File: config.mk
export PLATFORM = sky130hd
export DESIGN_NAME = aes_round_counter
export DESIGN_NICKNAME = d
export VERILOG_FILES = /design/src/rtl/aes_pkg.sv /design/src/rtl/aes_round_counter.sv
export SDC_FILE = /design/constraint.sdc
export NUM_CORES = 1
export LEC_CHECK = 0
export CAP_MARGIN = 5
export CORE_MARGIN = 2
export CORE_UTILIZATION = 49
export DETAILED_ROUTE_END_ITERATION = 6
export GPL_TIMING_DRIVEN = 0
export HOLD_SLACK_MARGIN = 0.12
export PLACE_DENSITY_LB_ADDON = 0.15
export SKIP_CTS_REPAIR_TIMING = 1
export SYNTH_ARGS = -nofsm -noshare
export SYNTH_HDL_FRONTEND = slang
export SYNTH_SLANG_ARGS = --single-unit
File: constraint.sdc
create_clock -name clk -period 3.3 [get_ports clk]
set_clock_uncertainty 0.1 [all_clocks]
set_input_delay 0.33 -clock clk [delete_from_list [all_inputs] [get_ports clk]]
set_output_delay 0.33 -clock clk [all_outputs]
set_load 0.005 [all_outputs]
File: src/rtl/aes_pkg.sv
// Shared AES definitions: key-length encodings, round counts per key size,
// the round-counter state type and the GF(2^8) xtime helper used for rcon.
package aes_pkg;

    typedef enum logic [1:0] {
        KEY_128  = 2'b00,
        KEY_192  = 2'b01,
        KEY_256  = 2'b10,
        KEY_RSVD = 2'b11
    } key_len_e;

    localparam int NR_128 = 10;
    localparam int NR_192 = 12;
    localparam int NR_256 = 14;

    typedef enum logic {
        ST_IDLE = 1'b0,
        ST_RUN  = 1'b1
    } rc_state_e;

    // Multiply by x in GF(2^8) with the AES reduction polynomial.
    function automatic logic [7:0] xtime(input logic [7:0] b);
        return {b[6:0], 1'b0} ^ (b[7] ? 8'h1B : 8'h00);
    endfunction

    // Final round index for a key size; the reserved code behaves as 128-bit.
    function automatic logic [3:0] nr_for_key(input key_len_e kl);
        logic [3:0] nr;
        case (kl)
            KEY_192: nr = 4'(NR_192);
            KEY_256: nr = 4'(NR_256);
            default: nr = 4'(NR_128);
        endcase
        return nr;
    endfunction

endpackage

File: src/rtl/aes_round_counter.sv
// AES round sequencer: tracks the round index and round constant of one block,
// advancing once per datapath strobe and flagging the first and final rounds.
module aes_round_counter
    import aes_pkg::*;
#(
    parameter  int NR_MAX = 14,
    localparam int RW     = $clog2(NR_MAX + 1)
) (
    input  logic          clk,
    input  logic          rst,
    input  logic          i_start,
    input  logic          i_dp_en,
    input  logic [1:0]    i_key_len,
    output logic          o_active,
    output logic [RW-1:0] o_round,
    output logic          o_first,
    output logic          o_last,
    output logic [7:0]    o_rcon,
    output logic          o_done
);

    rc_state_e     state_q, state_d;
    logic [RW-1:0] round_q, round_d;
    logic [RW-1:0] nr_q,    nr_d;
    logic [7:0]    rcon_q,  rcon_d;
    logic          done_q,  done_d;

    // State register; reset returns to the idle/round-0 view with 128-bit Nr.
    always_ff @(posedge clk) begin
        if (rst) begin
            state_q <= ST_IDLE;
            round_q <= '0;
            nr_q    <= RW'(NR_128);
            rcon_q  <= 8'h01;
            done_q  <= 1'b0;
        end else begin
            state_q <= state_d;
            round_q <= round_d;
            nr_q    <= nr_d;
            rcon_q  <= rcon_d;
            done_q  <= done_d;
        end
    end

    // Next-state logic: start only from idle, advance on strobe, finish after round Nr.
    always_comb begin
        state_d = state_q;
        round_d = round_q;
        nr_d    = nr_q;
        rcon_d  = rcon_q;
        done_d  = 1'b0;
        case (state_q)
            ST_IDLE: begin
                if (i_start) begin
                    state_d = ST_RUN;
                    nr_d    = RW'(nr_for_key(key_len_e'(i_key_len)));
                    round_d = '0;
                    rcon_d  = 8'h01;
                end
            end
            ST_RUN: begin
                if (i_dp_en) begin
                    if (round_q < nr_q) begin
                        round_d = round_q + RW'(1);
                        // Rounds 0 and 1 share rcon 0x01; afterwards it doubles.
                        if (round_q != '0) begin
                            rcon_d = xtime(rcon_q);
                        end
                    end else begin
                        state_d = ST_IDLE;
                        done_d  = 1'b1;
                        round_d = '0;
                        rcon_d  = 8'h01;
                    end
                end
            end
            default: begin
                state_d = ST_IDLE;
            end
        endcase
    end

    // Outputs are pure decodes of registered state, free of input paths.
    always_comb begin
        o_active = (state_q == ST_RUN);
        o_round  = round_q;
        o_rcon   = rcon_q;
        o_done   = done_q;
        o_first  = o_active && (round_q == '0);
        o_last   = o_active && (round_q == nr_q);
    end

endmodule

==> results of run 1 <==
cell type report:
class                   count  share of cell area [%]
plain buffers               3                    2.50
clock buffers               4                    3.45
repair buffers             21                    20.0
flip-flops and latches     16                    30.5
multi-input cells          53                    38.8
well taps                  16                    1.90
inverters                   8                    2.86
kinds of logic after synthesis:
group	count (synthesis)
xor gates and xnor gates	5
muxes	2
AOI/OAI and AO/OA	15
DFF	16
buffers and inverters	11
and+or+nand+nor	26
adders and majority gates	5
flip-flops by register name, summed over array words and instances (netlist names):
name      flops
nr_q          2
o_active      1
o_done        1
o_rcon        8
o_round       4
tightest hold or removal path: cells and delay by family, from the launching register on:
family,cells,cell delay (ns)
flops,1,0.31
compound gates,1,0.07
buf+inv,1,0.07
final timing paths:
kind	endpoint	cells after the start
setup / recovery	o_last	5
hold / removal	nr_q[2]	2
setup reg to reg	o_rcon[0]	5
hold reg to reg	nr_q[2]	2
per-stage QoR:
stage	worst slack, ns	total power, W
after CTS	1.11	0.000396
after global placement	1.29	0.000268
after detailed placement	1.29	0.000269
after global routing	0.993	0.000407
final	1.13	0.000393
after floorplan	1.66	0.000245
layout by cell type, fill, tap and decap left out, drive strengths merged, types with 2 or more instances in the layout:
cell type	Yosys	routed
nor3	2	2
o211ai	2	2
xor2	2	2
dfxtp	16	16
o22ai	2	2
xnor2	3	3
nand2	9	9
inv	8	8
clkbuf	0	4
nand4	3	3
clkdlybuf4s50	0	21
ha	5	5
nor2	7	7
buf	3	3
o32ai	5	5
power groups by stage:
stage               registers, W  clock network, W  logic (W)
floorplan               0.000207                 0  0.0000372
global placement        0.000208                 0  0.0000601
detailed placement      0.000208                 0  0.0000613
CTS                     0.000203          0.000131  0.0000614
global route            0.000204          0.000136  0.0000667
finish                  0.000203          0.000129  0.0000612
synthesized netlist by cell type (2+ instances only):
cell	number
xnor2_1	3
xor2_1	2
buf_6	2
nor3_1	2
nand2_1	9
o22ai_1	2
dfxtp_1	16
o211ai_1	2
inv_1	8
nand4_1	3
o32ai_1	5
nor2_1	7
ha_1	5
layer usage:
layer	vias to the layer above	part of all wire, %	GRT usage [%]
li1	332	-	-
met1	306	49	23.1
met2	13	47	27.9
met3	2	4.0	2.45
met4	0	0.54	5.45
met5	-	0	0
==> key figures, run 1 <==
Status
  • Outcome: finished, final reports clean

Global route
  • Number of global-route vias before repair: 579
  • Largest net degree at the start of global routing: 11
  • GR Overflow Total: 0
  • Global-route wire length before repair: between 2000 and 3000 um
  • Number of antenna violations at the first check in global routing: 0
  • Total Routing Usage GR: 17.0%

Clock tree
  • CTS Root Cell: clkbuf_4
  • CTS tree: built
  • H-tree depth: 1
  • Clock Path Buffers: 2
  • Num Clock Sinks: 16
  • Cts bufs inserted: 3
  • Worst-Skew Late Latency: around 0.28 ns
  • CTS clk-pin slew, worst paths: ~0.090 ns

Pwr
  • Switching Power: 0.0000958 W
  • P per Cell Area: 374 nW/um2
  • Static leakage: around 0.37 nW
  • Int Power: 0.000297 W
  • Max VDD drop: 225 uV
  • Sw frac: around a quarter
  • Seq pwr share: around half
  • Clock power frac: between 30 and 40%
  • Logic pwr share: 15.6%

Detailed routing
  • Avg WL per Cell: 12.3 um
  • Vias/cell: 5.40
  • Total wire length: 1490 um
  • Via count: 653
  • Detail Route Antenna Nets: 0
  • Drt pass-1 iters: 4
  • Initial DRC count: 15
  • DRC Markers: 0

Logic synthesis
  • Mapped Avg Cell Area: roughly 10 um2
  • Synth Area in XOR/XNOR: 5.58%
  • Largest family of logic cells by synthesized area: compound AO/OA/AOI/OAI gates
  • Synthesized area: 785 um2
  • Share of the synthesized area in the top cell type: 40.8%
  • Asr flop ratio synth: 0%
  • Post-Synth Adder-Cell Area: 7.97%
  • Distinct cell type count after synthesis: 27
  • Yosys top cell by area: dfxtp_1
  • Post-Syn Nets: 91
  • Cell count after synthesis: 80
  • Largest cells by area after synthesis: dfxtp_1, ha_1, o32ai_1, nand2_1, inv_1
  • Top_reg_cell synth: dfxtp_1
  • YS warnings: 0
  • Register area share after synthesis: 40.8%
  • Number of enable flip-flop cells after synthesis: 0
  • Synth Area in Compound Gates: 18.2%
  • Simple-gate share of the synthesized area: 17.1%
  • Mux share of post-synthesis cell area: approximately 3.2%
  • Synthesized flop and latch total: 16

STA
  • TNS Setup: 0 ns
  • Tcrit/Tclk final: 65.9%
  • Final Max Tran Viols: 0
  • Final hold viol count: 0
  • Final setup fails: 0
  • Peak Freq: between 0.4 and 0.5 GHz
  • Max_slew headroom: 77.9%
  • Worst slew pin tran: 0.331 ns
  • RSZ-0062 raised after global routing: no
  • Min Hold Slack: 0.384 ns
  • Final worst path period need: 2.17 ns

Setup path
  • Worst Path Max Fanout: 5
  • Crit path launch type: flip-flop
  • Worst EP required: 2.87 ns
  • Critical Path End Type: output pin
  • Critical-path top delay cell: clkdlybuf4s50_1
  • WP buf/inv: 2
  • Reg-to-reg startpoint: o_round[0]
  • Setup CP Type: reg -> out
  • Worst R2R Setup Slack: 1.54 ns
  • Crit. Startpoint: o_round[1]
  • Worst path max stage delay: roughly 0.50 ns
  • Sequence of cells on the critical path: inv_1 > ha_1 > nand4_1 > nor2_1 > clkdlybuf4s50_1
  • Top Family by Delay on Critical Path: buffers and inverters
  • Critical Path AT: 1.74 ns

Floorplan
  • Initial Util: between 50% and 60%
  • Die H: 44.0 um
  • # rows: 14
  • Die width: 44.0 um
  • Core area: 1510 um2
  • # IOs: 22
  • Die area: 1940 um2

Placed design
  • Placed cell area: 1010 um2
  • # port buffers: 21
  • Post-DP HPWL: 1140 um
  • Routability Congestion: 0.712
  • Placed cells: between 100 and 150

Min path
  • Hold path start: nr_q[2]
  • Hold/Removal Path Class: reg -> reg

Layout
  • Final Cell Area: 1050 um2
  • Syn-to-layout area delta: 34.0%
  • Sequential Area: about 320 um2
  • Final cell count without fillers: 121
  • Fill cell count: 120
  • Layout Nets: 117
  • Diode count: 0
  • Area of the multi-input gates: a little over 400 um2
  • Layout Utilization: 69.8%
  • Share of cells above drive strength 1: 14.3%

Run
  • Max-cap viol count: 0
Power figures use the tool's default switching activity.
==> inputs of run 2 (changes only) <==
Settings changed: CORE_UTILIZATION 49 to 41.
Clock period 3.3 ns to 1.85 ns, I/O delays scaled along.
==> run 2 against run 1 <==
Net effect:
- via count shrank 0.92%
- total power increased by 79%
- register-to-register slack got worse by 1.4 ns
- global-route usage shrank 2.4 points
- non-clock buffer count grew 3
- die area is 18% higher
- design area rose by 5.5%
- worst hold slack lost 0.016 ns
- final cell count up 9.9%
- largest cell class unchanged
==> key figures, run 2 (synthesized netlist as in run 1, its figures left out) <==
Pwr
  • P per Cell Area: 633 nW/um2
  • Power, Total: ~0.0007 W
  • Max VDD drop: 403 uV
  • Static leakage: 0.427 nW

Setup path
  • Critical Path AT: between 1.5 and 2 ns
  • Crit. Startpoint: o_active
  • Critical Path End Type: flip-flop
  • Worst EP required: 1.93 ns
  • Sequence of cells on the critical path: buf_6 > mux2i_2 > a31oi_4 > or3_2 > o31a_2
  • Worst Path Max Fanout: 10
  • Setup CP Type: reg -> reg
  • Reg-to-reg startpoint: o_active
  • WP buf/inv: 1
  • Top Family by Delay on Critical Path: simple AND/OR/NAND/NOR gates
  • Worst path max stage delay: about 0.44 ns
  • Levels on crit path: 5
  • Crit path launch type: flip-flop
  • Reg2Reg Depth: 5
  • Critical-path top delay cell: or3_2

Clock tree
  • Num Clock Sinks: 16
  • Cts bufs inserted: 3
  • H-tree depth: 1
  • Worst-Skew Late Latency: ~0.28 ns
  • Clock Path Buffers: 2
  • CTS tree: built
  • CTS Root Cell: clkbuf_4
  • CTS clk-pin slew, worst paths: approximately 0.09 ns

Layout
  • Most frequent cells in the layout: clkdlybuf4s50_1, dfxtp_1, nand2_1, inv_1, nor2_1
  • Share of cells above drive strength 1: between 20% and 30%
  • Diode count: 0
  • Final Cell Area: 1110 um2
  • Layout Nets: 120
  • Commonest non-fill, non-tap cell in the layout: clkdlybuf4s50_1
  • Max reg flops: 8
  • Layout Utilization: between 60% and 70%
  • Syn-to-layout area delta: 41.3%

Detailed routing
  • Wl on met1: 807 um
  • Routed wl met3: 59 um
  • Avg WL per Cell: 11.7 um
  • Detail Route Antenna Nets: 0
  • Vias/cell: 4.86
  • Met2 Wirelength: 682 um
  • DRC Markers: 0
  • Total wire length: 1560 um
  • Top sig layer: met4
  • Via count: 647
  • Drt pass-1 iters: 4
  • Initial DRC count: 17

Placed design
  • Placed cell area: between 1000 and 1500 um2
  • Setup WS pre-CTS: -0.0418 ns
  • Routability Congestion: ~0.77
  • # port buffers: 21
  • Post-DP HPWL: 1100 um

Floorplan
  • Initial Util: between 40% and 50%
  • Die area: 2280 um2
  • # IOs: 22
  • Core area: roughly 1800 um2
  • # rows: 15
  • Die width: 47.7 um
  • Die H: ~48 um

Run
  • Max-cap viol count: 0

Global route
  • Total Routing Usage GR: ~15%
  • GR Overflow Total: 0
  • Global-route wire length before repair: between 2000 and 2500 um
  • Number of global-route vias before repair: 530
  • Largest net degree at the start of global routing: 11
  • Number of antenna violations at the first check in global routing: 0

STA
  • Final hold viol count: 0
  • Final setup fails: 0
  • Final WS setup: between 0.1 and 0.15 ns
  • Min Hold Slack: 0.368 ns
  • Max_slew headroom: 77.0%
  • RSZ-0062 raised after global routing: no
  • Worst slew pin tran: 0.345 ns
  • Peak Freq: 0.578 GHz
  • Final Max Tran Viols: 0
  • Final worst path period need: 1.73 ns
  • Tcrit/Tclk final: 93.5%

Min path
  • Hold depth: 2
  • Hold path start: nr_q[2]
  • Hold/Removal Path Class: reg -> reg

Status
  • Outcome: finished, final reports clean
[run 2: changes by cell type in the layout (fill, tap and decap cells not counted)]
cell             delta
clkdlybuf4s50_1     -2
dlymetal6s2s_1      +2
nor2_1              -1
dfxtp_2             +1
dfxtp_1             -3
ha_1                -1
ha_2                +1
buf_4               +3
inv_1               -1
dfxtp_4             +2
nor2_4              +1
inv_2               +1
[run 2: worst min-delay path, cell delays in order (launching register included)]
cell and delay, ns:
dfxtp_1 0.31, inv_1 0.06, a211oi_1 0.06
[run 2: per-stage QoR]
stage | cells | TNS, ns
2_1_floorplan | 80 | 0
3_3_place_gp | 126 | -0.0328
4_1_cts | 130 | -0.350
5_1_grt | 133 | 0
6_report | 133 | 0
3_5_place_dp | 126 | -0.0418
[run 2: final timing paths]
check / end / slack (ns)
min: nr_q[2] / 0.37
max: o_rcon[0] / 0.12
max reg2reg: o_rcon[0] / 0.12
min reg2reg: nr_q[2] / 0.37
[run 2: cell type report]
type	count	area (um2)
Tap cell	25	31.3
Clock buffer	4	36.3
Timing Repair Buffer	24	238
Inverter	8	30.0
Multi-Input combinational cell	53	418
Fill cell	173	656
Buffer	3	26.3
Sequential cell	16	329
[run 2: report_power, final]
group          leakage (nW)  internal [W]  total (W)  switching, W
combinational         0.274     0.0000603   0.000116     0.0000562
sequential            0.132      0.000353   0.000359    0.00000587
clock                0.0210      0.000120   0.000226      0.000106
total                 0.427      0.000533   0.000702      0.000169
[run 2: layer usage]
layer | GRT usage, % | vias to the layer above
met1 | 20.8 | 294
met5 | 0 | -
met3 | 3.77 | 2
met2 | 20.0 | 12
met4 | 8.11 | 0
li1 | - | 339
